File: config.mk
export PLATFORM = sky130hd
export DESIGN_NAME = lsu_ctrl
export DESIGN_NICKNAME = d
export VERILOG_FILES = /design/src/rtl/lsu_ctrl_pkg.sv /design/src/rtl/lsu_load_align.sv /design/src/rtl/lsu_ctrl.sv
export SDC_FILE = /design/constraint.sdc
export NUM_CORES = 1
export LEC_CHECK = 0
export BUFFER_PORTS_ARGS = -buffer_cell sky130_fd_sc_hd__buf_2
export CAP_MARGIN = 5
export CORE_MARGIN = 5
export CORE_UTILIZATION = 55
export CTS_CLUSTER_DIAMETER = 60
export DETAILED_ROUTE_END_ITERATION = 6
export GPL_ROUTABILITY_DRIVEN = 0
export PLACE_DENSITY_LB_ADDON = 0.12
export SYNTH_ARGS = -nofsm -noshare
export SYNTH_HDL_FRONTEND = slang
export SYNTH_SLANG_ARGS = --single-unit
File: constraint.sdc
create_clock -name i_clk -period 4.3 [get_ports i_clk]
set_input_delay 0.86 -clock i_clk [delete_from_list [all_inputs] [get_ports i_clk]]
set_output_delay 0.86 -clock i_clk [all_outputs]
set_load 0.05 [all_outputs]
File: src/rtl/lsu_ctrl_pkg.sv
// Shared types for the load/store unit: funct3 encodings, FSM states and access-size decode.
package lsu_ctrl_pkg;

  typedef enum logic [2:0] {
    LB  = 3'd0,
    LH  = 3'd1,
    LW  = 3'd2,
    LBU = 3'd4,
    LHU = 3'd5
  } mem_funct3_e;

  typedef enum logic [2:0] {
    SB = 3'd0,
    SH = 3'd1,
    SW = 3'd2
  } mem_st_funct3_e;

  typedef enum logic [1:0] {
    IDLE,
    REQ,
    WAIT_R,
    DONE
  } lsu_state_e;

  typedef enum logic [1:0] {
    SZ_B,
    SZ_H,
    SZ_W
  } acc_size_e;

  // Any funct3 outside the defined set falls back to a word access.
  function automatic acc_size_e acc_size(input logic [2:0] f3, input logic store);
    acc_size_e sz;
    sz = SZ_W;
    if (store) begin
      if (f3 == SB) sz = SZ_B;
      else if (f3 == SH) sz = SZ_H;
    end else begin
      if (f3 == LB || f3 == LBU) sz = SZ_B;
      else if (f3 == LH || f3 == LHU) sz = SZ_H;
    end
    return sz;
  endfunction

  function automatic logic misaligned(input acc_size_e sz, input logic [1:0] off);
    return (sz == SZ_H && off[0]) || (sz == SZ_W && off != 2'b00);
  endfunction

endpackage

File: src/rtl/lsu_load_align.sv
// Combinational load formatter: selects the addressed byte/halfword of the raw
// memory word and sign- or zero-extends it; word loads pass straight through.
module lsu_load_align import lsu_ctrl_pkg::*; #(
  parameter int P_DW = 32
) (
  input  logic [P_DW-1:0] rdata,
  input  logic [1:0]      offset,
  input  logic [2:0]      funct3,
  output logic [P_DW-1:0] data
);

  logic [P_DW-1:0] shifted;

  always_comb begin
    shifted = rdata >> {offset, 3'b000};
    case (funct3)
      LB:      data = {{(P_DW-8){shifted[7]}}, shifted[7:0]};
      LH:      data = {{(P_DW-16){shifted[15]}}, shifted[15:0]};
      LBU:     data = {{(P_DW-8){1'b0}}, shifted[7:0]};
      LHU:     data = {{(P_DW-16){1'b0}}, shifted[15:0]};
      default: data = rdata;
    endcase
  end

endmodule

File: src/rtl/lsu_ctrl.sv
// Load/store unit: turns the pipeline's held rd/wr command into one valid/ready
// memory transaction. Store 3 cycles, load 4 cycles at zero wait; o_stall holds the pipe meanwhile.
module lsu_ctrl import lsu_ctrl_pkg::*; #(
  parameter int P_DW      = 32,
  parameter int P_TIMEOUT = 255,
  parameter int P_CNT_W   = 8
) (
  input  logic            i_clk,
  input  logic            i_rst,
  input  logic            i_mem_rd,
  input  logic            i_mem_wr,
  input  logic [2:0]      i_funct3,
  input  logic [P_DW-1:0] i_addr,
  input  logic [P_DW-1:0] i_wdata,
  output logic            o_dmem_valid,
  input  logic            i_dmem_ready,
  output logic            o_dmem_we,
  output logic [P_DW-1:0] o_dmem_addr,
  output logic [3:0]      o_dmem_be,
  output logic [P_DW-1:0] o_dmem_wdata,
  input  logic            i_dmem_rvalid,
  input  logic [P_DW-1:0] i_dmem_rdata,
  output logic [P_DW-1:0] o_load_data,
  output logic            o_load_valid,
  output logic            o_stall,
  output logic            o_misalign,
  output logic            o_bus_err
);

  localparam logic [P_CNT_W-1:0] CNT_LAST = P_CNT_W'(P_TIMEOUT - 1);

  lsu_state_e         state;
  logic [P_CNT_W-1:0] cnt;
  logic [2:0]         funct3_q;
  logic [1:0]         offset_q;
  logic               stall_q;

  acc_size_e          size;
  logic               cmd;
  logic               mis;
  logic               start;
  logic [3:0]         be_next;
  logic [P_DW-1:0]    wdata_next;
  logic [P_DW-1:0]    load_fmt;

  always_comb begin
    cmd        = i_mem_rd | i_mem_wr;
    size       = acc_size(i_funct3, i_mem_wr);
    mis        = cmd & misaligned(size, i_addr[1:0]);
    start      = (state == IDLE) & cmd & ~mis;
    be_next    = 4'b1111;
    wdata_next = i_wdata;
    case (size)
      SZ_B: begin
        be_next    = 4'b0001 << i_addr[1:0];
        wdata_next = {(P_DW/8){i_wdata[7:0]}};
      end
      SZ_H: begin
        be_next    = i_addr[1] ? 4'b1100 : 4'b0011;
        wdata_next = {(P_DW/16){i_wdata[15:0]}};
      end
      default: ;
    endcase
  end

  // Misalignment and the first stall cycle must be seen by the pipeline in the same cycle.
  assign o_misalign = (state == IDLE) & mis;
  assign o_stall    = stall_q | start;

  lsu_load_align #(.P_DW(P_DW)) u_align (
    .rdata  (i_dmem_rdata),
    .offset (offset_q),
    .funct3 (funct3_q),
    .data   (load_fmt)
  );

  always_ff @(posedge i_clk) begin
    if (i_rst) begin
      state        <= IDLE;
      cnt          <= '0;
      funct3_q     <= '0;
      offset_q     <= '0;
      stall_q      <= 1'b0;
      o_dmem_valid <= 1'b0;
      o_dmem_we    <= 1'b0;
      o_dmem_addr  <= '0;
      o_dmem_be    <= '0;
      o_dmem_wdata <= '0;
      o_load_data  <= '0;
      o_load_valid <= 1'b0;
      o_bus_err    <= 1'b0;
    end else begin
      o_load_valid <= 1'b0;
      o_bus_err    <= 1'b0;
      case (state)
        IDLE: begin
          if (start) begin
            state        <= REQ;
            cnt          <= '0;
            stall_q      <= 1'b1;
            o_dmem_valid <= 1'b1;
            o_dmem_we    <= i_mem_wr;
            o_dmem_addr  <= {i_addr[P_DW-1:2], 2'b00};
            o_dmem_be    <= be_next;
            o_dmem_wdata <= wdata_next;
            funct3_q     <= i_funct3;
            offset_q     <= i_addr[1:0];
          end
        end
        REQ: begin
          if (i_dmem_ready) begin
            o_dmem_valid <= 1'b0;
            cnt          <= '0;
            if (o_dmem_we) begin
              stall_q <= 1'b0;
              state   <= DONE;
            end else begin
              state <= WAIT_R;
            end
          end else if (cnt == CNT_LAST) begin
            o_dmem_valid <= 1'b0;
            o_bus_err    <= 1'b1;
            stall_q      <= 1'b0;
            state        <= DONE;
          end else begin
            cnt <= cnt + 1'b1;
          end
        end
        WAIT_R: begin
          if (i_dmem_rvalid) begin
            o_load_data  <= load_fmt;
            o_load_valid <= 1'b1;
            stall_q      <= 1'b0;
            state        <= DONE;
          end else if (cnt == CNT_LAST) begin
            o_bus_err <= 1'b1;
            stall_q   <= 1'b0;
            state     <= DONE;
          end else begin
            cnt <= cnt + 1'b1;
          end
        end
        DONE:    state <= IDLE;
        default: state <= IDLE;
      endcase
    end
  end

endmodule
; ---- Yosys cells after proc, flatten, opt, wreduce, memory -nomap -nowiden
; Index checks and enable logic that the tools add are counted.
[totals]
ff_bits = 118
in_bits = 105
output_inout_bits = 106
word_cells = 92
[op_classes]
add_sub_neg = 1
eq_ne = 16
shift = 2
muxes = 34
bitwise = 8
reduce_logical = 18
[ops]
columns = cell, n
row1 = 32-bit case mux with 4 select lines, 1
row2 = 32-bit case mux with 2 select lines, 1
row3 = 8-bit 2-to-1 mux, 4
row4 = 32-bit by 5-bit >> shifter with 16-bit output, 1
row5 = 8-bit case mux with 3 select lines, 1
row6 = 2-bit 2-to-1 mux, 9
row7 = "3-bit == test, second input constant", 4
row8 = 1-bit 2-to-1 mux, 12
row9 = 3-bit AND reduction, 3
row10 = "8-bit by 1-bit adder with 8-bit output, second input constant", 1
row11 = "8-bit == test, second input constant", 1
row12 = 2-bit case mux with 4 select lines, 1
row13 = 4-bit case mux with 2 select lines, 1
row14 = "2-bit == test, second input constant", 3
row15 = "3-bit by 1-bit == test with 1-bit output, second input constant", 2
row16 = 3-bit logical NOT, 2
row17 = "3-bit inequality test, second input constant", 2
row18 = 1-bit bitwise AND, 4
row19 = "2-bit by 1-bit == test with 1-bit output, second input constant", 2
row20 = 2-bit logical NOT, 2
row21 = 4-bit 2-to-1 mux, 1
row22 = "2-bit inequality test, second input constant", 2
row23 = 1-bit case mux with 2 select lines, 2
row24 = 2-bit AND reduction, 2
row25 = other kinds (9), 15

; ---- Longest topological paths before layout
; Gate-level depths: netlist (run 1).
[depth]
depth_word = 13
ltp_mapped = 8
depth_no_buf = 6

; ---- Hierarchy
; From an unflattened synthesis (run 1), not the netlist that was laid out.
[hier_totals]
hier_cells = 728
hier_area_um2 = 5556.6
[modules_own_cells]
columns = module, n_inst, cells_per_inst, area_per_inst_um2, seq_area_each_um2
row1 = lsu_ctrl, 1, 622, 4864.7, 2362.3
row2 = lsu_load_align, 1, 106, 691.9, 0.0

; ---- Worst setup path before layout (run 1)
; OpenSTA, ideal clock, no wires.
[synth_path]
path_kind = input-to-output
from = input i_mem_wr
to = output o_misalign
t_arrival_ns = 2.591
required_time_ns = 3.440
setup_slack_ns = 0.849
path_stages = 4
n_path_buf = 2
path_cell_list = buf_2 -> o21ai_1 -> clkbuf_1 -> nor3_1
[synth_via]
elab_chain_len = 6
word_cells_on_any_way = 9
cone_classes = eq/ne: 2 / mux: 1 / bitwise: 3 / reduce/logical: 3
[synth_lines]
columns = item, line_no
row1 = start: declaration, lsu_ctrl.sv:11  ; input logic i_mem_wr,
row2 = 2-bit 2-to-1 mux, lsu_ctrl_pkg.sv:35  ; if (store) begin
row3 = 2-bit by 1-bit == test with 1-bit output or 2-bit == test (tied branches), lsu_ctrl_pkg.sv:46  ; return (sz == SZ_H && off[0]) || (sz == SZ_W && off != 2'b00);
row4 = 1-bit logical AND, lsu_ctrl_pkg.sv:46
row5 = 1-bit logical OR, lsu_ctrl_pkg.sv:46
row6 = 1-bit bitwise AND *, lsu_ctrl.sv:49  ; mis = cmd & misaligned(size, i_addr[1:0]);
row7 = 1-bit bitwise AND *, lsu_ctrl.sv:67  ; assign o_misalign = (state == IDLE) & mis;
row8 = end: declaration, lsu_ctrl.sv:26  ; output logic o_misalign,
; Mark *: on every way between the ends. The rest lies on a longest branch, timed or not.

; ---- Worst setup path after layout (run 1)
[layout_path]
from = register state[0]
to = output o_misalign
[layout_via]
elab_chain_len = 2
[layout_lines]
columns = item, line_no
row1 = start: declaration, lsu_ctrl.sv:32  ; lsu_state_e state;
row2 = start signal: assignment, lsu_ctrl.sv:79  ; state <= IDLE;
row3 = start signal: assignment, lsu_ctrl.sv:98  ; state <= REQ;
row4 = start signal: assignment, lsu_ctrl.sv:116  ; state <= DONE;
row5 = 2-bit logical NOT, lsu_ctrl.sv:67
row6 = 1-bit bitwise AND, lsu_ctrl.sv:67
; No other way between the ends.

==> results of run 1 <==
path summary, 6_finish.rpt:
check                 start         endpoint  slack, ns
min reg2reg  o_load_data[6]   o_load_data[6]       0.45
max reg2reg     offset_q[1]  o_load_data[17]       1.85
min          o_load_data[6]   o_load_data[6]       0.45
max                state[0]       o_misalign       0.87
placed cells by master, fill, tap and decap left out, types with 10 or more instances in the layout:
cell	count
a21oi_1	65
and2_1	17
buf_2	208
buf_4	13
clkbuf_16	16
dfxtp_1	118
mux2i_1	43
nand2_1	70
o211a_1	10
o211ai_1	59
o21a_1	18
o21ai_0	51
o2bb2ai_1	11
o31ai_1	42
flip-flops by register name, summed over array words and instances (netlist names):
register      flops
cnt               8
funct3_q          3
o_bus_err         1
o_dmem_addr      30
o_dmem_be         4
o_dmem_valid      1
o_dmem_wdata     32
o_dmem_we         1
o_load_data      32
o_load_valid      1
offset_q          2
stall_q           1
state             2
area by class of cell:
type,count,share of cell area
Tap cell,140,0.0225
Clock buffer,18,0.0550
Clock inverter,14,0.0227
Timing Repair Buffer,221,0.146
Sequential cell,118,0.304
Inverter,10,0.00482
Multi-Input combinational cell,503,0.445
power breakdown:
group	internal [uW]	leakage, uW	switching [uW]	total [uW]
sequential	1180	0.000962	53.8	1230
combinational	252	0.00214	628	880
clock	902	0.000280	530	1430
synthesized netlist by cell type, types with 3 or more instances:
cell type  number
or2_2           3
o21a_1         18
buf_2          15
buf_4           4
a22oi_1         7
a2111oi_0       4
nor4_1          5
nand3_1         7
o21ai_0        51
mux2i_1        43
a2bb2oi_1       7
o31ai_1        42
ha_1            7
and2_1         17
o211ai_1       59
inv_1           9
clkbuf_1       53
o2bb2ai_1      11
buf_1           4
a21oi_1        66
nand2_1        70
nand2b_1        3
or4_1           3
dfxtp_1       118
mux2_2          9
o211a_1        10
nor2_1          7
o221ai_1        7
nor2b_1         7
nor3_1          4
through the flow:
| step | instance area [sq um] | total power [uW] | hold WS, ns |
|---|---|---|---|
| 2_1_floorplan | 6150 | 1890 | 0.456 |
| 3_3_place_gp | 7180 | 2100 | 0.440 |
| 3_5_place_dp | 7180 | 2120 | 0.444 |
| 4_1_cts | 7780 | 3550 | 0.452 |
| 5_1_grt | 7780 | 3690 | 0.475 |
| 6_report | 7780 | 3540 | 0.452 |
cells by family (layout without fill, tap and decap cells):
family                     after synthesis  in the layout  synth area share
AOI/OAI and AO/OA                      304            304             0.342
adders and majority gates                7              7            0.0143
buffers and inverters                   86            263            0.0581
DFF                                    118            118             0.385
muxes                                   53             53            0.0902
other                                    1              2          0.000611
and+or+nand+nor                        137            137             0.111
per-layer routing:
layer | global-route usage | wire [microns] | up-vias | part of all wire
li1 | - | - | 2998 | -
met3 | 0.0757 | 1570 | 40 | 0.084
met5 | 0 | 0 | - | 0
met2 | 0.441 | 8900 | 281 | 0.47
met1 | 0.366 | 7860 | 2955 | 0.42
met4 | 0.0905 | 427 | 0 | 0.023
critical path, stage by stage (launching register included):
cell and delay [ns]:
dfxtp_1 0.35, inv_1 0.13, ha_1 0.45, o21ai_4 0.12, buf_4 0.30, nor3_1 0.37, buf_2 0.34
==> results by group, run 1 <==
Worst setup path
  – CP Data Arrival Time: 2.57 ns
  – Critical path launch point type: register
  – Worst Setup Path Type: register to output port
  – R2R depth: 4
  – Worst endpoint required time: 3.44 ns
  – Worst Setup End Kind: output port
  – CP max FO: 45

CTS
  – Clock latency on the worst-skew pair: 0.52 ns
  – Number of CTS-inserted buffers: 17
  – Clock Sinks: 118
  – Hold-fix buffers, CTS: 0
  – Post_cts resized: 0
  – Clock tree buffer depth: 2
  – # Post-CTS Setup Buffers: 0
  – CTS tree: yes
  – H-tree lvl count: 4
  – Root buf cell: clkbuf_8
  – Clock transition at path regs: 0.06 ns

Detailed routing
  – Drt total wl: 18800 microns
  – 1st-iter DRT viols: 673
  – Routed length per instance: 18.3 microns
  – ANT nets after route: 0
  – Via Count: 6274
  – DRT Pass-1 Iters: 5
  – Via-to-Cell Ratio: 6.13
  – DRC Markers: 0

Timing
  – Final setup violation count: 0
  – Setup TNS Final: 0 ns
  – Fin crit share: 0.798
  – Max-slew headroom: 0.221
  – Worst Max-Slew Pin Slew: 1.16 ns
  – Fin crit period: 3.43 ns
  – F_max: 291 MHz
  – Worst setup margin: 0.867 ns
  – RSZ-0062 raised after global routing: no
  – Final Hold Fails: 0
  – Worst Skew: 0.0107 ns
  – Slew Limit Fails: 0

Pwr
  – PwrDens: 455 nW/um^2
  – Leak: 0.00338 uW
  – Max VDD drop: 0.250 mV

GRT
  – First-pass GRT wire length: 30000 microns
  – GR Overflow Total: 0
  – Vias in the first global route: 6062
  – All-Layer GR Usage: 0.277
  – Pin count of the biggest net entering global routing: 60
  – Initial antenna violation count: 0

Min path
  – Hold Path Class: register to register
  – Hold path depth: 2

Flow run
  – Max Cap Viol: 0

Synthesis
  – Number of synthesized flops with an enable pin: 0
  – Largest area contributor in the netlist: dfxtp_1
  – Post-synth top area share: 0.385
  – Post-synthesis cell area: 6140 sq um
  – Number of synthesized register bits: 118
  – Post-synth ARST share: 0
  – Top post-synthesis cells by area: dfxtp_1 38%, o211ai_1 7.2%, mux2i_1 7.0%
  – Synthesis Warnings: 0
  – Syn avg cell area: 8.70 sq um
  – Yosys cell types: 61
  – Sequential share of the synthesized area: 0.385
  – Main flop type after synthesis: dfxtp_1
  – Mapped Cells: 706

Floorplan
  – Core Area: 10900 sq um
  – Die W: 116 microns
  – Die Y: 116 microns
  – Die area: 13400 sq um
  – Io pins: 211
  – Starting Density: 0.564
  – Placement Rows: 38

Finish
  – Multi-input gate area: 3460 sq um
  – Syn-to-layout area delta: 26.7%
  – Post-Layout Cell Count: 1024
  – Fill count: 853
  – Post-layout util: 0.715
  – Register area: 2360 sq um
  – Share of cells above drive strength 1: 0.314
  – Final #Nets: 983
  – Number of diodes: 0

Status
  – Status: finished, final reports clean

Placed design
  – DP Wirelength: 12800 microns
  – Placed Cells incl. Taps: 992
  – IO buf count: 208
  – Pre-CTS setup slack: 1.13 ns
Power figures use the tool's default switching activity.
==> run 2: changes to the inputs <==
--- a/config.mk
+++ b/config.mk
@@ -8,7 +8,7 @@
 export BUFFER_PORTS_ARGS = -buffer_cell sky130_fd_sc_hd__buf_2
 export CAP_MARGIN = 5
 export CORE_MARGIN = 5
-export CORE_UTILIZATION = 55
+export CORE_UTILIZATION = 46
 export CTS_CLUSTER_DIAMETER = 60
 export DETAILED_ROUTE_END_ITERATION = 6
 export GPL_ROUTABILITY_DRIVEN = 0
==> constraint.sdc (replaced) <==
create_clock -name i_clk -period 3.1 [get_ports i_clk]
set_input_delay 0.62 -clock i_clk [delete_from_list [all_inputs] [get_ports i_clk]]
set_output_delay 0.62 -clock i_clk [all_outputs]
set_load 0.05 [all_outputs]
==> results by group, run 2 (synthesis results as in run 1) <==
GRT
  – Global-route track usage on met3: 0.0695
  – Vias in the first global route: 6060
  – GR Overflow Total: 0
  – Met2 GRT Util: 0.389
  – Top Usage Layer GRT: met2
  – Initial antenna violation count: 0
  – GR Layer Usage met1: 0.306
  – All-Layer GR Usage: 0.240
  – First-pass GRT wire length: 31300 microns
  – Pin count of the biggest net entering global routing: 58

Finish
  – Finished Cell Area: 7780 sq um
  – Most frequent cells in the layout: 208 x buf_2, 118 x dfxtp_1, 70 x nand2_1
  – Syn-to-layout area delta: 26.6%
  – Number of diodes: 0
  – Final #Nets: 987
  – Share of cells above drive strength 1: 0.313
  – Largest regs: o_dmem_wdata: 32 flops, o_load_data: 32 flops, o_dmem_addr: 30 flops
  – Most common cell after layout, fill and taps aside: buf_2

Floorplan
  – Io pins: 211
  – Core Area: 13200 sq um
  – Die Y: 126 microns
  – Placement Rows: 42
  – Starting Density: 0.466
  – Die W: 126 microns
  – Die area: 15800 sq um

Worst setup path
  – Worst r2r dst: o_load_data[17]
  – CP Data Arrival Time: 2.09 ns
  – CP Cell Sequence: inv_1 -> ha_1 -> o21ai_4 -> nor3_4 -> or2_2 -> buf_2
  – CP top delay family: adder cells
  – Worst Setup End Kind: output port
  – Critical path launch point type: register
  – End point of the critical path: o_stall
  – Launch point of the worst path: state[0]
  – Slowest stage delay, CP: 0.40 ns
  – Slowest cell on the critical path: ha_1
  – Buf/Inv on CP: 2
  – R2R depth: 7
  – Worst endpoint required time: 2.48 ns
  – CP Depth: 6
  – Worst Setup Path Type: register to output port
  – Reg2Reg Setup Slack: 0.71 ns
  – CP max FO: 11
  – Reg-to-Reg Start: state[0]

Timing
  – Setup TNS Final: 0 ns
  – RSZ-0062 raised after global routing: no
  – F_max: 369 MHz
  – Worst Max-Slew Pin Slew: 1.06 ns
  – Fin crit share: 0.874
  – Worst Skew: 0.00759 ns
  – Final setup violation count: 0
  – Max-slew headroom: 0.294
  – Final Hold Fails: 0
  – Fin crit period: 2.71 ns
  – Slew Limit Fails: 0

Detailed routing
  – DRC Markers: 0
  – ANT nets after route: 0
  – Via-to-Cell Ratio: 5.90
  – DRT Pass-1 Iters: 7
  – 1st-iter DRT viols: 625
  – Via Count: 6249
  – Routed length per instance: 18.3 microns
  – Drt total wl: 19400 microns

Flow run
  – Max Cap Viol: 0

Status
  – Status: finished, final reports clean

Placed design
  – DP Wirelength: 13500 microns
  – IO buf count: 208
  – DP Area: 7250 sq um

Pwr
  – Max VDD drop: 0.368 mV
  – PwrDens: 602 nW/um^2
  – Leak: 0.00339 uW

CTS
  – Clock tree buffer depth: 2
  – Clock latency on the worst-skew pair: 0.41 ns
  – Clock transition at path regs: 0.05 ns
  – Number of CTS-inserted buffers: 17
  – Root buf cell: clkbuf_16
  – Clock Sinks: 118
  – # Post-CTS Setup Buffers: 0
  – Post_cts resized: 0
  – CTS tree: yes
  – H-tree lvl count: 4
  – Hold-fix buffers, CTS: 0

Min path
  – Hold Path Class: register to register
==> run 2: through the flow <==
step           hold WS [ns]  total power (uW)  instances  worst slack (ns)  utilization
2_1_floorplan         0.456              2620        707             0.129            -
3_3_place_gp          0.441              2940       1032             0.593        0.550
3_5_place_dp          0.441              2960       1032             0.526        0.550
4_1_cts               0.448              4720       1060             0.376        0.590
5_1_grt               0.466              4900       1060             0.313        0.590
6_report              0.448              4680       1060             0.392        0.590
==> run 2: area by class of cell <==
class | instances | area [sq um]
repair buffers | 225 | 1170
flip-flops and latches | 118 | 2360
fillers | 1209 | 5410
inverters | 10 | 37.5
multi-input cells | 503 | 3460
well taps | 176 | 220
clock buffers | 23 | 498
clock inverters | 5 | 25.0
==> run 2: metal layers <==
metal	wire length (microns)	vias to the layer above
met3	1640	28
met1	8120	2954
li1	-	3006
met5	0	-
met4	346	0
met2	9290	261
==> run 2: worst min path at each step <==
stage                         from              to  cells after the start
floorplan              funct3_q[2]     funct3_q[2]                      2
global placement    o_load_data[6]  o_load_data[6]                      2
detailed placement  o_load_data[3]  o_load_data[3]                      2
CTS                 o_load_data[3]  o_load_data[3]                      2
global route        o_load_data[3]  o_load_data[3]                      2
finish              o_load_data[3]  o_load_data[3]                      2
==> run 2: report_power, final <==
group          internal, uW  switching [uW]
clock network          1100             655
logic                   354             874
registers              1630            68.9
==> run 2: tightest hold or removal path, stage by stage (launching register included) <==
cell and delay, ns:
dfxtp_1 0.30, nand2_1 0.05, a21oi_1 0.05
==> run 3: changes to the inputs <==
==> constraint.sdc (replaced) <==
create_clock -name i_clk -period 2.4 [get_ports i_clk]
set_input_delay 0.48 -clock i_clk [delete_from_list [all_inputs] [get_ports i_clk]]
set_output_delay 0.48 -clock i_clk [all_outputs]
set_load 0.05 [all_outputs]
==> results by group, run 3 (synthesis results as in run 1) <==
Status
  – Status: finished, final reports clean

GRT
  – GR Overflow Total: 0
  – Initial antenna violation count: 2
  – Pin count of the biggest net entering global routing: 50
  – All-Layer GR Usage: 0.238
  – First-pass GRT wire length: 31300 microns
  – Vias in the first global route: 6095

Timing
  – Worst Max-Slew Pin Slew: 0.675 ns
  – Max-slew headroom: 0.550
  – Final setup violation count: 0
  – F_max: 429 MHz
  – Slew Limit Fails: 0
  – Worst Skew: 0.00562 ns
  – Worst setup margin: 0.0694 ns
  – Fin crit period: 2.33 ns
  – Fin crit share: 0.971
  – Hold Worst Slack: 0.354 ns
  – Final Hold Fails: 0

Flow run
  – Max Cap Viol: 0

Worst setup path
  – Slowest cell on the critical path: dfxtp_1
  – CP Data Arrival Time: 1.85 ns
  – Worst Setup End Kind: output port
  – Slowest stage delay, CP: 0.35 ns
  – Critical path launch point type: register
  – Worst Setup Path Type: register to output port
  – CP Cell Sequence: inv_1 -> ha_4 -> o21ai_4 -> buf_4 -> nor3_4 -> buf_6
  – CP max FO: 16
  – Worst endpoint required time: 1.92 ns

Detailed routing
  – DRT Pass-1 Iters: 5
  – 1st-iter DRT viols: 615
  – Via-to-Cell Ratio: 5.84
  – ANT nets after route: 0
  – Via Count: 6286
  – Drt total wl: 19300 microns
  – DRC Markers: 0
  – Routed length per instance: 17.9 microns

CTS
  – Clock transition at path regs: 0.05 ns
  – H-tree lvl count: 4
  – Hold-fix buffers, CTS: 0
  – Clock Sinks: 118
  – Clock latency on the worst-skew pair: 0.41 ns
  – CTS tree: yes
  – Clock tree buffer depth: 2
  – Number of CTS-inserted buffers: 17
  – Root buf cell: clkbuf_16

Placed design
  – DP Area: 7350 sq um
  – IO buf count: 208
  – DP Wirelength: 13600 microns
  – Pre-CTS setup slack: 0.111 ns

Pwr
  – Leak: 0.00348 uW
  – Max VDD drop: 0.489 mV
  – PwrDens: 801 nW/um^2

Min path
  – Hold Path Class: primary input to register

Finish
  – Most common cell after layout, fill and taps aside: buf_2
  – Finished Cell Area: 7980 sq um
  – Largest regs: o_dmem_wdata: 32 flops, o_load_data: 32 flops, o_dmem_addr: 30 flops
  – Most frequent cells in the layout: 207 x buf_2, 118 x dfxtp_1, 70 x nand2_1
  – Final #Nets: 999
  – Syn-to-layout area delta: 29.9%
  – Share of cells above drive strength 1: 0.326
  – Fill count: 1174

Floorplan
  – Io pins: 211
  – Die Y: 126 microns
  – Die W: 126 microns
  – Starting Density: 0.466
  – Die area: 15800 sq um
  – Placement Rows: 42
  – Core Area: 13200 sq um
run 3: cell types whose count changed in the layout (fill, tap and decap cells not counted), sizes merged:
| cell | previous run | this run |
|---|---|---|
| clkinv | 5 | 6 |
| buf | 225 | 237 |
| bufinv | 0 | 3 |
| clkinvlp | 0 | 1 |
| clkbuf | 23 | 22 |
| diode | 0 | 1 |
run 3: layout make-up:
class	count	area (sq um)	area share
clock inverter	10	128	0.0160
inverter	10	37.5	0.00470
clock buffer	22	464	0.0582
timing repair buffer	237	1280	0.160
multi-input combinational	503	3490	0.437
sequential	118	2360	0.296
tap	176	220	0.0276
antenna	1	2.50	0.000314
run 3: metal layers:
layer	GRT usage	up-vias	wire length, microns
li1	-	3031	-
met1	0.305	2994	8200
met2	0.382	219	9250
met3	0.0755	38	1430
met4	0.0765	4	404
met5	0	-	34
run 3: final timing paths:
kind	endpoint	cells after the start	from	slack [ns]
min	o_dmem_addr[6]	3	i_addr[6]	0.35
max	o_misalign	6	state[0]	0.07
max reg2reg	cnt[2]	7	state[0]	0.14
min reg2reg	o_load_data[3]	2	o_load_data[3]	0.45
run 3: per-stage QoR:
stage               power [uW]   TNS, ns  instances  utilization
floorplan                 3380         0        707            -
global placement          3810         0       1042        0.557
detailed placement        3840         0       1042        0.557
CTS                       6420         0       1074        0.604
global route              6660  -0.00102       1076        0.605
finish                    6390         0       1077        0.605
run 3: report_power, final:
part	internal [uW]	switching, uW
sequential	2110	86.9
combinational	501	1140
clock	1670	874
total	4280	2110
run 3: worst max-delay path: cells and delay by family, from the launching register on:
family	cells	cell delay, ns
buffers and inverters	3	0.54
adders and majority gates	1	0.22
AOI/OAI and AO/OA	1	0.09
and+or+nand+nor	1	0.24
DFF	1	0.35
run 3: repair_timing:
| action | 4_1_cts | 5_1_grt |
|---|---|---|
| buffers inserted | 0 | 2 |
| endpoints found under the setup margin | 2 | 2 |
| pin swaps | 0 | 1 |
| gates resized for setup | 5 | 0 |
